## src/rtl/kd_tree_traverse_pipe.sv

```systemverilog
// Pipelined KD-tree traversal: heap-ordered node table, one level per stage, DEPTH-bit leaf out.
// Define KD_PATH_MARGIN_EN to add out_margin (min |e - median| along the taken path).
module kd_tree_traverse_pipe #(
    parameter int DEPTH      = 7,
    parameter int DIM        = 5,
    parameter int ELEM_WIDTH = 11,
    parameter int IDX_W      = 3,
    localparam int PATCH_WIDTH = DIM * ELEM_WIDTH,
    localparam int NODE_W      = IDX_W + ELEM_WIDTH
) (
    input  logic                   clk,
    input  logic                   rst_n,
    input  logic                   load_restart,
    input  logic                   wr_en,
    input  logic [NODE_W-1:0]      wr_data,
    output logic                   load_done,
    input  logic                   in_valid,
    output logic                   in_ready,
    input  logic [PATCH_WIDTH-1:0] in_patch,
    output logic                   out_valid,
    input  logic                   out_ready,
    output logic [DEPTH-1:0]       out_leaf
`ifdef KD_PATH_MARGIN_EN
    ,
    output logic [ELEM_WIDTH-1:0]  out_margin
`endif
);

    localparam int NODES = (1 << DEPTH) - 1;

    logic [NODE_W-1:0]      node_q [NODES];
    logic [NODE_W-1:0]      node_d [NODES];
    logic [DEPTH-1:0]       wptr_q, wptr_d;
    logic                   load_done_q, load_done_d;

    logic [DEPTH-1:0]       vld_q, vld_d;
    logic [PATCH_WIDTH-1:0] patch_q [DEPTH];
    logic [PATCH_WIDTH-1:0] patch_d [DEPTH];
    logic [DEPTH-1:0]       path_q [DEPTH];
    logic [DEPTH-1:0]       path_d [DEPTH];

    logic [DEPTH-1:0]       src_vld;
    logic [PATCH_WIDTH-1:0] src_patch [DEPTH];
    logic [DEPTH-1:0]       src_path [DEPTH];
    logic [DEPTH-1:0]       go_right;
    logic                   stall;

`ifdef KD_PATH_MARGIN_EN
    logic [ELEM_WIDTH-1:0]  margin_q [DEPTH];
    logic [ELEM_WIDTH-1:0]  margin_d [DEPTH];
    logic [ELEM_WIDTH-1:0]  src_margin [DEPTH];
    logic [ELEM_WIDTH-1:0]  next_margin [DEPTH];
`endif

    assign stall     = vld_q[DEPTH-1] && !out_ready;
    assign in_ready  = load_done_q && !stall;
    assign load_done = load_done_q;
    assign out_valid = vld_q[DEPTH-1];
    assign out_leaf  = path_q[DEPTH-1];
`ifdef KD_PATH_MARGIN_EN
    assign out_margin = margin_q[DEPTH-1];
`endif

    // Serial node loader; load_restart beats a same-cycle write, and the pointer parks on the last node.
    always_comb begin
        // NOTE: combinational blocks use blocking '=' and assign every output a default first, so no latch is inferred.
        wptr_d      = wptr_q;
        load_done_d = load_done_q;
        node_d      = node_q;
        if (load_restart) begin
            wptr_d      = '0;
            load_done_d = 1'b0;
        end else if (wr_en && !load_done_q) begin
            node_d[wptr_q] = wr_data;
            if (wptr_q == DEPTH'(NODES - 1)) load_done_d = 1'b1;
            else                             wptr_d      = wptr_q + DEPTH'(1);
        end
    end

    always_comb begin
        src_vld[0]   = in_valid && in_ready;
        src_patch[0] = in_patch;
        src_path[0]  = '0;
        for (int l = 1; l < DEPTH; l++) begin
            src_vld[l]   = vld_q[l-1];
            src_patch[l] = patch_q[l-1];
            src_path[l]  = path_q[l-1];
        end
    end

`ifdef KD_PATH_MARGIN_EN
    always_comb begin
        src_margin[0] = '1;
        for (int l = 1; l < DEPTH; l++) src_margin[l] = margin_q[l-1];
    end
`endif

    // Stage l sees only level-l nodes: heap base 2^l-1 plus the path bits decided so far.
    for (genvar l = 0; l < DEPTH; l++) begin : g_stage
        logic [DEPTH-1:0]      addr;
        logic [NODE_W-1:0]     nd;
        logic [IDX_W-1:0]      dim;
        logic [ELEM_WIDTH-1:0] med;
        logic [ELEM_WIDTH-1:0] elem;
        logic                  dim_ok;

        assign addr = DEPTH'((1 << l) - 1) + src_path[l];
        assign nd   = node_q[addr];
        assign dim  = nd[NODE_W-1 -: IDX_W];
        assign med  = nd[ELEM_WIDTH-1:0];

        always_comb begin
            elem   = '0;
            dim_ok = 1'b0;
            for (int d = 0; d < DIM; d++) begin
                if (dim == IDX_W'(d)) begin
                    elem   = src_patch[l][d*ELEM_WIDTH +: ELEM_WIDTH];
                    dim_ok = 1'b1;
                end
            end
        end

        assign go_right[l] = dim_ok && (elem > med);

`ifdef KD_PATH_MARGIN_EN
        logic [ELEM_WIDTH-1:0] diff;
        assign diff = !dim_ok     ? '1 :
                      (elem > med) ? elem - med : med - elem;
        assign next_margin[l] = (diff < src_margin[l]) ? diff : src_margin[l];
`endif
    end

    always_comb begin
        vld_d   = vld_q;
        patch_d = patch_q;
        path_d  = path_q;
`ifdef KD_PATH_MARGIN_EN
        margin_d = margin_q;
`endif
        if (!stall) begin
            for (int l = 0; l < DEPTH; l++) begin
                vld_d[l]   = src_vld[l];
                patch_d[l] = src_patch[l];
                path_d[l]  = (src_path[l] << 1) | DEPTH'(go_right[l]);
`ifdef KD_PATH_MARGIN_EN
                margin_d[l] = next_margin[l];
`endif
            end
        end
    end

    always_ff @(posedge clk) begin
        if (!rst_n) begin
            wptr_q      <= '0;
            load_done_q <= 1'b0;
            vld_q       <= '0;
            for (int l = 0; l < DEPTH; l++) begin
                path_q[l] <= '0;
`ifdef KD_PATH_MARGIN_EN
                margin_q[l] <= '1;
`endif
            end
        end else begin
            wptr_q      <= wptr_d;
            load_done_q <= load_done_d;
            vld_q       <= vld_d;
            path_q      <= path_d;
`ifdef KD_PATH_MARGIN_EN
            margin_q    <= margin_d;
`endif
        end
    end

    // NOTE: node table and patch payload carry no reset; they are qualified by load_done and the stage valids.
    always_ff @(posedge clk) begin
        node_q  <= node_d;
        patch_q <= patch_d;
    end

endmodule

```

## config.mk

```make
export PLATFORM = sky130hd
export DESIGN_NAME = kd_tree_traverse_pipe
export DESIGN_NICKNAME = d
export VERILOG_FILES = /design/src/rtl/kd_tree_traverse_pipe.sv
export SDC_FILE = /design/constraint.sdc
export NUM_CORES = 2
export LEC_CHECK = 0
export BUFFER_PORTS_ARGS = -buffer_cell sky130_fd_sc_hd__buf_4
export CAP_MARGIN = 10
export CORE_MARGIN = 4
export CORE_UTILIZATION = 40
export CTS_BUF_LIST = sky130_fd_sc_hd__clkbuf_2
export DETAILED_ROUTE_END_ITERATION = 10
export GPL_TIMING_DRIVEN = 0
export HOLD_SLACK_MARGIN = 0.12
export PLACE_DENSITY = 0.52
export SYNTH_ARGS = -nofsm -noshare
export SYNTH_HDL_FRONTEND = slang
export SYNTH_SLANG_ARGS = --single-unit
```

## constraint.sdc

```tcl
create_clock -name clk -period 21.6 [get_ports clk]
set_input_delay 2.16 -clock clk [delete_from_list [all_inputs] [get_ports clk]]
set_output_delay 2.16 -clock clk [all_outputs]
set_load 0.05 [all_outputs]
```

==> results.md <==
* Status: finished clean
* Yosys cell types at 73
* Commonest cells post-synth: 2,108 x edfxtp_1, 735 x mux4_2, 277 x nand2_1
* Clock Power Share at 27.5%
* Hold WC Path Type: reg2reg
* RSZ-0062 raised after global routing: false
* Post-synth EDFFs at 2,108
* YS warnings at 0
* Vias at 51,600
* Fill cells at 19,700
* Worst vdd ir at 0.0000687 V
* Seq cells post-synth at 2,151
* Die height at 486 um
* Clock sink total at 2,151
* Final Skew at 182 ps
* Top-area cell type share of the netlist area at 69.2%
* WL/cell at 32.0 um
* Core area at 227,000 um^2
* Worst setup SP type: flip-flop
* Dpl hpwl at 197,000 um
* RD Place Congestion at 0.892
* Post_cts resized at 0
* Clock root cell: clkbuf_2
* Net Sw Frac at 33.6%
* Final Cycle Share at 47.6%
* Total CTS buffers at 583
* Synth Net Count at 4,819
* Pin count of the biggest net entering global routing at 128
* Length of the first detailed-routing pass in iterations at 5
* GRT Resource Usage Total at 23.8%
* Total Power at 10.2 mW
* Worst EP required at 23,240 ps
* Most numerous cell in the Yosys netlist: edfxtp_1
* Die ar. at 236,000 um^2
* First-pass GRT wire length at 396,000 um
* Worst-skew pair later-pin latency at 1920 ps
* Hold-fix buffers at CTS at 0
* Setup_tns at 0 ps
* Total congestion overflow at 0
* Die width at 486 um
* Storage element area at 64,200 um^2
* I/O Pins at 85
* Vias in the first global route at 52,700
* FFs w/ async S/R, synth at 0%
* Sequential power share at 45.6%
* H-tree depth at 6
* Mean Syn Cell Area at 19.6 um^2
* Min cycle time layout at 10,280 ps
* Max cap viols at 0
* Logic pwr share at 27.0%
* Final ANT Viol Nets at 0
* Max Fclk at 0.0973 GHz
* Smallest hold slack at 406 ps
* Initial antenna violation count at 14
* Initial core utilization at 40.2%
* Setup Buffers After CTS at 0
* Post-synth top flop: edfxtp_1
* Area Growth Syn to Fin at 13.3%
* Multi-input logic area at 26,000 um^2
* Sequential share of the synthesized area at 70.2%
* DRT iter0 DRCs at 5,729
* Post-DR vias/cell at 5.83
* Internal at 6.76 mW
* Power per Cell Area at 98.3 nW/um^2
* Layout cells sized above 1 at 36.7%
* Slew HR at 8.65%
* Arrival time of the worst setup path at 11,920 ps
* CP max FO at 10
* Syn Inst Count at 4,660
* Crit path kind: reg2reg
* Fin nets at 5,627
* Biggest area consumer among synthesized cells: edfxtp_1
* Core Rows at 175
* Final WS setup at 11,320 ps
* DRC viols at 0
* Max-slew violation count at 0
* Pleak at 33.9 nW
* Crit end category: flip-flop
* Clock buffer depth at 4
* Actual slew at the worst max-slew pin at 1370 ps
* Setup-failing EPs final at 0
* Psw at 3.42 mW
* Final Hold Fails at 0
* Biggest area contributors in the synthesized netlist: edfxtp_1 69%, mux4_2 18%, mux2i_1 1.4%
* CTS tree: yes
* Cell Area, Synth at 91,400 um^2
* IO Port Bufs at 83
* Dpl ws at 11,360 ps
* CTS clk-pin slew, worst paths at 90 ps
* Total length of routed wires at 284,000 um
==> power by group through the flow <==
stage | Clock [mW] | Combinational (mW) | Sequential (mW)
after detailed placement | 0 | 2.73 | 4.73
final | 2.80 | 2.75 | 4.64
after global placement | 0 | 2.70 | 4.74
after floorplan | 0 | 1.62 | 4.72
after CTS | 2.88 | 2.74 | 4.64
after global routing | 3.11 | 2.90 | 4.64
==> area by class of cell <==
type	count	share of cell area, %
multi-input combinational	2165	25.1
tap	3009	3.63
buffer	291	1.35
inverter	53	0.192
sequential	2151	61.9
timing repair buffer	223	3.07
antenna	12	0.0290
clock buffer	843	4.07
clock inverter	107	0.587
==> cells by family after synthesis <==
group | after synthesis | synth area share, %
AOI/OAI and AO/OA | 439 | 3.09
DFF | 2151 | 70.2
buffers and inverters | 344 | 1.74
adders and majority gates | 84 | 1.15
xor gates and xnor gates | 17 | 0.196
and+or+nand+nor | 703 | 3.38
muxes | 922 | 20.3
==> layout by cell type (no fill, tap or decap), types with 98 or more instances in the layout <==
master    instances
edfxtp_1       2108
clkbuf_2        844
mux4_2          735
nand2_1         277
clkbuf_1        152
a21oi_1         130
mux2i_1         129
nor2_2          124
buf_4           107
o21ai_0          98
==> metrics by stage <==
step / cell area [um^2] / std cells / util [%]
final: 104000 / 8854 / 45.5
after CTS: 103000 / 8831 / 45.4
after floorplan: 91400 / 4660 / -
after global placement: 95800 / 7752 / 42.1
after detailed placement: 98500 / 7881 / 43.3
after global routing: 104000 / 8852 / 45.5
==> critical path, stage by stage, from the launching register on <==
cell	delay [ps]
dfxtp_1	320
buf_2	340
buf_4	410
buf_6	310
buf_2	370
buf_4	320
buf_2	480
buf_2	490
inv_1	90
ha_1	430
buf_2	460
buf_1	830
clkbuf_1	580
clkbuf_1	970
clkbuf_1	670
mux4_2	460
a211oi_1	280
a21oi_1	70
o21ai_0	710
ha_1	380
a21o_1	160
a21o_1	170
a21oi_1	130
nor2b_1	50
o21ai_0	150
nand2_1	70
o221ai_1	230
a21boi_0	130
==> worst paths after layout <==
check                      endpoint                    start  slack, ps  depth (start not counted)
min reg2reg  patch_q[248]$_DFFE_PN_   patch_q[303]$_DFFE_PN_        410                          0
max          path_q[7]$_SDFFE_PN0N_  path_q[14]$_SDFFE_PN0N_      11320                         27
max reg2reg  path_q[7]$_SDFFE_PN0N_  path_q[14]$_SDFFE_PN0N_      11320                         27
min          patch_q[248]$_DFFE_PN_   patch_q[303]$_DFFE_PN_        410                          0
==> sequential cells by signal, summed over array words and instances, names as in the netlist <==
register / cells
node_q: 1778
vld_q: 7
load_done: 1
out_leaf: 7
path_q: 21
wptr_q: 7
patch_q: 330
==> metal layers <==
metal	global-route usage (%)	share of wire, %
met5	0	0.0095
met4	6.51	2.3
met3	5.22	7.9
met2	37.0	47
met1	34.1	43
Power figures use the tool's default switching activity.
